$ cat src/rtl/button_event_pkg.sv
// Shared types for the button event controller: event codes and classifier states.
package button_event_pkg;

    typedef enum logic [1:0] {
        EV_NONE   = 2'd0,
        EV_SHORT  = 2'd1,
        EV_LONG   = 2'd2,
        EV_DOUBLE = 2'd3
    } event_code_t;

    typedef enum logic [2:0] {
        IDLE           = 3'd0,
        PRESSED        = 3'd1,
        LONG_HELD      = 3'd2,
        WAIT_SECOND    = 3'd3,
        SECOND_PRESSED = 3'd4
    } state_t;

endpackage

$ cat src/rtl/button_event_checker.sv
// Run-time invariants of the event controller: event register handshake and
// classifier/timer sanity.
module button_event_checker
    import button_event_pkg::*;
#(
    parameter int TIMER_WIDTH = 16
) (
    input logic                   clock,
    input logic                   reset_n,
    input logic                   event_valid,
    input logic                   event_ready,
    input logic [1:0]             event_code,
    input state_t                 state,
    input logic [TIMER_WIDTH-1:0] timer
);

    localparam logic [TIMER_WIDTH-1:0] TIMER_MAX  = {TIMER_WIDTH{1'b1}};
    localparam logic [TIMER_WIDTH-1:0] TIMER_ZERO = {TIMER_WIDTH{1'b0}};

    valid_has_code: assert property (@(posedge clock) disable iff (!reset_n)
        event_valid |-> (event_code != 2'd0))
        else $error("event register valid with code 0");

    held_event_stable: assert property (@(posedge clock)
        (event_valid && !event_ready && reset_n) |=> (event_valid && $stable(event_code)))
        else $error("unaccepted event changed or vanished");

    legal_state: assert property (@(posedge clock) disable iff (!reset_n)
        state <= SECOND_PRESSED)
        else $error("classifier in undefined state");

    timer_saturates: assert property (@(posedge clock)
        (reset_n && timer == TIMER_MAX) |=> (timer == TIMER_MAX || timer == TIMER_ZERO))
        else $error("event timer wrapped");

endmodule

$ cat src/rtl/debounce_fsm.sv
// Debouncer: the output follows the raw level only after it has differed from the
// current output for debounce_counter consecutive cycles.
module debounce_fsm #(
    parameter int DEBOUNCE_COUNTER_WIDTH = 24
) (
    input  logic                              clock,
    input  logic                              reset_n,
    input  logic                              bouncing_signal,
    input  logic [DEBOUNCE_COUNTER_WIDTH-1:0] debounce_counter,
    output logic                              debounced
);

    localparam int CW = DEBOUNCE_COUNTER_WIDTH;

    logic          level_r;
    logic [CW-1:0] count_r;
    logic [CW:0]   count_inc_s;
    logic          settled_s;

    // Widened by one bit so an all-ones threshold cannot wrap the compare.
    assign count_inc_s = {1'b0, count_r} + {{CW{1'b0}}, 1'b1};
    assign settled_s   = (count_inc_s >= {1'b0, debounce_counter});
    assign debounced   = level_r;

    // Level tracking and disagreement counter; reset adopts the raw level directly.
    always_ff @(posedge clock) begin
        if (!reset_n) begin
            level_r <= bouncing_signal;
            count_r <= {CW{1'b0}};
        end else if (bouncing_signal == level_r) begin
            level_r <= level_r;
            count_r <= {CW{1'b0}};
        end else if (settled_s) begin
            level_r <= bouncing_signal;
            count_r <= {CW{1'b0}};
        end else begin
            level_r <= level_r;
            count_r <= count_inc_s[CW-1:0];
        end
    end

endmodule

$ cat src/rtl/button_event_controller.sv
// Turns a raw pushbutton into SHORT / LONG / DOUBLE events, delivered through a
// single-entry valid/ready register with a sticky overflow flag.
module button_event_controller
    import button_event_pkg::*;
#(
    parameter int DEBOUNCE_COUNTER_WIDTH = 24,
    parameter int TICK_DIVIDER           = 100000,
    parameter int TIMER_WIDTH            = 16
) (
    input  logic                              i_clock,
    input  logic                              i_reset_n,
    input  logic                              i_bouncing_signal,
    input  logic [DEBOUNCE_COUNTER_WIDTH-1:0] i_debounce_counter,
    input  logic [TIMER_WIDTH-1:0]            i_long_press_ticks,
    input  logic [TIMER_WIDTH-1:0]            i_double_click_ticks,
    output logic                              o_event_valid,
    input  logic                              i_event_ready,
    output logic [1:0]                        o_event_code,
    output logic                              o_event_overflow,
    input  logic                              i_overflow_clear
);

    localparam int                     PW         = $clog2(TICK_DIVIDER);
    localparam logic [PW-1:0]          PRESC_LAST = PW'(TICK_DIVIDER - 1);
    localparam logic [TIMER_WIDTH-1:0] TIMER_MAX  = {TIMER_WIDTH{1'b1}};
    localparam logic [TIMER_WIDTH-1:0] TIMER_ZERO = {TIMER_WIDTH{1'b0}};

    logic          debounced_s;
    logic          history_r;
    logic          rise_s;
    logic          fall_s;
    logic [PW-1:0] presc_r;
    logic          tick_s;

    state_t                 state_r;
    state_t                 state_nxt_s;
    logic [TIMER_WIDTH-1:0] timer_r;
    logic                   emit_s;
    event_code_t            emit_code_s;

    logic        event_valid_r;
    event_code_t event_code_r;
    logic        event_overflow_r;
    logic        accept_s;

    debounce_fsm #(
        .DEBOUNCE_COUNTER_WIDTH(DEBOUNCE_COUNTER_WIDTH)
    ) u_debounce (
        .clock           (i_clock),
        .reset_n         (i_reset_n),
        .bouncing_signal (i_bouncing_signal),
        .debounce_counter(i_debounce_counter),
        .debounced       (debounced_s)
    );

    assign rise_s = debounced_s & ~history_r;
    assign fall_s = ~debounced_s & history_r;
    assign tick_s = (presc_r == PRESC_LAST);

    // History register; loading it during reset too keeps a held button from
    // looking like a fresh press once reset is released.
    always_ff @(posedge i_clock) begin
        if (!i_reset_n) begin
            history_r <= debounced_s;
        end else begin
            history_r <= debounced_s;
        end
    end

    // Free-running tick prescaler.
    always_ff @(posedge i_clock) begin
        if (!i_reset_n) begin
            presc_r <= {PW{1'b0}};
        end else if (tick_s) begin
            presc_r <= {PW{1'b0}};
        end else begin
            presc_r <= presc_r + PW'(1'b1);
        end
    end

    // Classification: next state and event to emit, acting in the edge-detect cycle.
    always_comb begin
        state_nxt_s = state_r;
        emit_s      = 1'b0;
        emit_code_s = EV_NONE;
        case (state_r)
            IDLE: begin
                if (rise_s) begin
                    state_nxt_s = PRESSED;
                end else begin
                    state_nxt_s = IDLE;
                end
            end
            PRESSED: begin
                if (fall_s) begin
                    if (i_double_click_ticks == TIMER_ZERO) begin
                        state_nxt_s = IDLE;
                        emit_s      = 1'b1;
                        emit_code_s = EV_SHORT;
                    end else begin
                        state_nxt_s = WAIT_SECOND;
                    end
                end else if ((i_long_press_ticks != TIMER_ZERO) &&
                             (timer_r >= i_long_press_ticks)) begin
                    state_nxt_s = LONG_HELD;
                    emit_s      = 1'b1;
                    emit_code_s = EV_LONG;
                end else begin
                    state_nxt_s = PRESSED;
                end
            end
            LONG_HELD: begin
                if (fall_s) begin
                    state_nxt_s = IDLE;
                end else begin
                    state_nxt_s = LONG_HELD;
                end
            end
            WAIT_SECOND: begin
                if (rise_s) begin
                    state_nxt_s = SECOND_PRESSED;
                end else if (timer_r >= i_double_click_ticks) begin
                    state_nxt_s = IDLE;
                    emit_s      = 1'b1;
                    emit_code_s = EV_SHORT;
                end else begin
                    state_nxt_s = WAIT_SECOND;
                end
            end
            SECOND_PRESSED: begin
                if (fall_s) begin
                    state_nxt_s = IDLE;
                    emit_s      = 1'b1;
                    emit_code_s = EV_DOUBLE;
                end else begin
                    state_nxt_s = SECOND_PRESSED;
                end
            end
            default: begin
                state_nxt_s = IDLE;
            end
        endcase
    end

    // State register and saturating tick timer, cleared on every state change.
    always_ff @(posedge i_clock) begin
        if (!i_reset_n) begin
            state_r <= IDLE;
            timer_r <= TIMER_ZERO;
        end else begin
            state_r <= state_nxt_s;
            if (state_nxt_s != state_r) begin
                timer_r <= TIMER_ZERO;
            end else if (tick_s && (timer_r != TIMER_MAX)) begin
                timer_r <= timer_r + TIMER_WIDTH'(1'b1);
            end else begin
                timer_r <= timer_r;
            end
        end
    end

    assign accept_s = event_valid_r & i_event_ready;

    // Single-entry event register; a new event overwrites only a slot that is
    // empty or leaving this cycle, otherwise it is dropped and flagged.
    always_ff @(posedge i_clock) begin
        if (!i_reset_n) begin
            event_valid_r    <= 1'b0;
            event_code_r     <= EV_NONE;
            event_overflow_r <= 1'b0;
        end else begin
            if (emit_s && (!event_valid_r || accept_s)) begin
                event_valid_r <= 1'b1;
                event_code_r  <= emit_code_s;
            end else if (accept_s) begin
                event_valid_r <= 1'b0;
                event_code_r  <= event_code_r;
            end else begin
                event_valid_r <= event_valid_r;
                event_code_r  <= event_code_r;
            end
            if (emit_s && event_valid_r && !accept_s) begin
                event_overflow_r <= 1'b1;
            end else if (i_overflow_clear) begin
                event_overflow_r <= 1'b0;
            end else begin
                event_overflow_r <= event_overflow_r;
            end
        end
    end

    assign o_event_valid    = event_valid_r;
    assign o_event_code     = event_code_r;
    assign o_event_overflow = event_overflow_r;

    button_event_checker #(
        .TIMER_WIDTH(TIMER_WIDTH)
    ) u_checker (
        .clock      (i_clock),
        .reset_n    (i_reset_n),
        .event_valid(event_valid_r),
        .event_ready(i_event_ready),
        .event_code (event_code_r),
        .state      (state_r),
        .timer      (timer_r)
    );

endmodule
$ cat config.mk
export PLATFORM = sky130hd
export DESIGN_NAME = button_event_controller
export DESIGN_NICKNAME = d
export VERILOG_FILES = /design/src/rtl/button_event_pkg.sv /design/src/rtl/button_event_checker.sv /design/src/rtl/debounce_fsm.sv /design/src/rtl/button_event_controller.sv
export SDC_FILE = /design/constraint.sdc
export NUM_CORES = 1
export LEC_CHECK = 0
export CORE_ASPECT_RATIO = 0.6
export CORE_UTILIZATION = 45
export CTS_CLUSTER_DIAMETER = 100
export DETAILED_ROUTE_END_ITERATION = 10
export PLACE_DENSITY = 0.77
export SYNTH_ARGS = -nofsm -noshare
export SYNTH_HDL_FRONTEND = slang
export SYNTH_SLANG_ARGS = --single-unit
$ cat constraint.sdc
create_clock -name i_clock -period 3.6 [get_ports i_clock]
set_clock_uncertainty 0.15 [all_clocks]
set_input_delay 0.36 -clock i_clock [delete_from_list [all_inputs] [get_ports i_clock]]
set_output_delay 0.36 -clock i_clock [all_outputs]
set_load 0.005 [all_outputs]
==> qor.csv <==
metric,value,unit
final_max_slew_viol_count,0,
worstHoldStart,presc_r[0]$_SDFF_PP0_,
cts_tree,built,
rr_worst_depth,15,
antenna_found_initial,0,
crit_top_cell,and4_1,
syn_inst,554,
yosysTopAreaCellShare,27.9,%
relSlewSlack,46.9,%
wl_met3,815,um
cp-end-kind,register,
grt-ovfl-total,0,
synth_cell_types,62,
dieArea,0.0108,mm^2
worstSetupPathType,reg -> reg,
yosysSeqAreaShare,28.5,%
diodes,0,
die-width,133,um
clock-sinks,66,
detail_route.first_pass.iterations,5,
yosysWarnings,0,
vias_per_cell,5.54,
startpoint_type,register,
drc,0,
async_flop_share,0,%
crit_chain,ha_4 > and4_1 > nor4b_4 > buf_4 > nand4_1 > xnor2_2 > ha_1 > and4_1 > nand4_2 > nor3_2 > o21a_1 > a2111oi_4 > nand4_4 > clkbuf_16 > nor2b_2,
leakagePower,2.57,nW
crit_arrival,3.78,ns
place_hpwl,9200,um
finalWorstSetupSlack,-0.0665,ns
crit_family,simple AND/OR/NAND/NOR gates,
whs_path_depth,1,
core,0.00995,mm^2
setup_viol,23,
grt_pass1_wl,19300,um
num_rows,28,
violations,negative setup slack,
min_period,3.67,ns
finalCritPeriodShare,102,%
switchingPower,0.421,mW
ir_drop,0.229,mV
synth_edf_count,1,
io_pins,65,
routed_wl,12500,um
maxCapViolCount,0,
routedWlPerCell,16.2,um
slowest_stage,a2111oi_4,
drtIter0Drc,296,
gp_congestion,0.930,
die_h,80.9,um
yosysTopAreaCell,dfxtp_1,
initial_core_util,46.9,%
powerDensity,305,mW/mm^2
dp_cells,751,
status,"complete, but fails checks",
critPathMaxStageDelay,0.42,ns
hold_slack,0.309,ns
synth_seq_cells,66,
wl_met2,5600,um
hp-class,reg -> reg,
ctsRootBufferMaster,clkbuf_16,
syn_to_final_growth,29.7,%
setup_tns,-0.679,ns
timing.critical_path.buf_inv,2,
top_layer,met4,
path_max_fanout,6,
grtUsageTotal,22.8,%
syn_area,0.00466,mm^2
holdPathEnd,presc_r[0]$_SDFF_PP0_,
syn-num-nets,674,
grt_pass1_vias,3986,
finalHoldViolations,0,
hold_buffers,0,
avgSynthCellArea,8.42,um^2
clkPwrFrac,47.0,%
tightest_slew,0.797,ns
wirelength_met1,5980,um
worstPathRequired,3.71,ns
synth_top_flop_cell,dfxtp_1,
drive_gt1_share,13.3,%
most-common-layout-cells,"64 x clkdlybuf4s50_1, 63 x inv_1, 62 x dfxtp_1, 58 x ha_1, 56 x nor2_1",
r2r_slack,-0.07,ns
grt_max_degree,17,
pwr-share-seq,40.6,%
p_int,1.43,mW
r2r-end,u_debounce.count_r[18]$_SDFF_PP0_,
fmax,0.273,GHz
htreeDepth,3,
p_sw_share,22.8,%
fillCellCount,817,
nets,755,
cts_inserted_buffers,9,
via_count,4285,
synth_area_leaders,"dfxtp_1 28%, ha_1 16%, inv_1 5.1%",
power_frac_comb,12.4,%
fin_cells,774,
io_buffer_count,64,
ant_nets,0,
grt_setup_unrepaired,yes,
clock_latency,0.33,ns
rr_startpoint,u_debounce.count_r[1]$_SDFF_PP0_,
path_clk_slew,0.06,ns
final_common_cell,clkdlybuf4s50_1,
cts.path.max_buffers,2,
cell type report:
class	instances	area (um^2)	share of cell area, %
Inverter	63	236	3.91
Timing Repair Buffer	80	816	13.5
Tap cell	135	169	2.79
Sequential cell	66	1340	22.2
Clock buffer	12	256	4.24
Clock inverter	3	40.0	0.662
Multi-Input combinational cell	415	3190	52.8
through the flow:
step / area (um^2) / setup WS (ns) / utilization, % / power (mW)
floorplan: 4660 / 0.190 / - / 0.859
global placement: 5470 / 0.128 / 55.0 / 0.952
detailed placement: 5470 / -0.0392 / 55.0 / 0.958
CTS: 5790 / 0.0322 / 58.2 / 1.82
global route: 6050 / -0.156 / 60.8 / 1.91
finish: 6050 / -0.0665 / 60.8 / 1.85
what timing repair did:
item                                    in CTS  in global routing
gates cloned                                 0                  2
gates resized for setup                      5                 35
pin swaps                                    1                  7
setup buffers                                0                  6
endpoints found under the setup margin      24                 25
cell families after synthesis:
kind of cell             count (synthesis)  share of synthesized area (%)
multiplexers                             2                          0.429
AND/OR/NAND/NOR                        223                           27.8
XOR/XNOR                                49                           9.20
AO/OA/AOI/OAI                           82                           11.8
adder cells (fa/ha/maj)                 59                           15.8
buffers and inverters                   73                           6.39
flip-flops                              66                           28.5
worst max-delay path by stage:
stage | startpoint | end | cells past startpoint
after detailed placement | u_debounce.count_r[6]$_SDFF_PP0_ | u_debounce.count_r[22]$_SDFF_PP0_ | 14
after global placement | u_debounce.count_r[0]$_SDFF_PP0_ | u_debounce.count_r[13]$_SDFF_PP0_ | 14
final | u_debounce.count_r[1]$_SDFF_PP0_ | u_debounce.count_r[18]$_SDFF_PP0_ | 15
after floorplan | u_debounce.count_r[0]$_SDFF_PP0_ | u_debounce.count_r[18]$_SDFF_PP0_ | 14
after CTS | u_debounce.count_r[0]$_SDFF_PP0_ | u_debounce.count_r[22]$_SDFF_PP0_ | 15
after global routing | u_debounce.count_r[1]$_SDFF_PP0_ | u_debounce.count_r[18]$_SDFF_PP0_ | 14
metal layers:
metal,vias up,GRT usage [%]
li1,2089,-
met1,2017,31.9
met2,161,36.3
met3,18,4.43
met4,0,4.89
met5,-,0
flip-flops by register name, summed over array words and instances (netlist names):
register,cells
u_debounce.debounced,1
presc_r,17
o_event_overflow,1
o_event_code,2
timer_r,16
state_r,3
o_event_valid,1
history_r,1
u_debounce.count_r,24
worst reg2reg max path: cells and delay by family, from the launching register on:
kind	cells	cell delay, ns
AOI/OAI and AO/OA	2	0.54
buffers and inverters	2	0.47
adders and majority gates	2	0.44
xor gates and xnor gates	1	0.19
DFF	1	0.36
and+or+nand+nor	8	1.44
Yosys cell counts, drive strengths merged (2+ instances only):
cell type	count
a211oi	4
a21o	6
a21oi	29
a31o	2
a31oi	2
and2	2
and3	7
and4	7
buf	7
clkbuf	3
dfxtp	65
ha	59
inv	63
mux2i	2
nand2	38
nand2b	3
nand3	23
nand4	24
nor2	58
nor2b	25
nor3	11
nor4	10
nor4b	2
o2111ai	2
o211ai	3
o21a	7
o21ai	16
o21bai	2
or2	4
or3	6
xnor2	27
xor2	22
power by group through the flow:
stage	registers, mW	clock network, mW	logic, mW
2_1_floorplan	0.762	0	0.0971
3_3_place_gp	0.764	0	0.187
3_5_place_dp	0.765	0	0.193
4_1_cts	0.750	0.876	0.198
5_1_grt	0.751	0.910	0.248
6_report	0.750	0.868	0.228
Note: power is estimated with default switching activity, not from simulation.
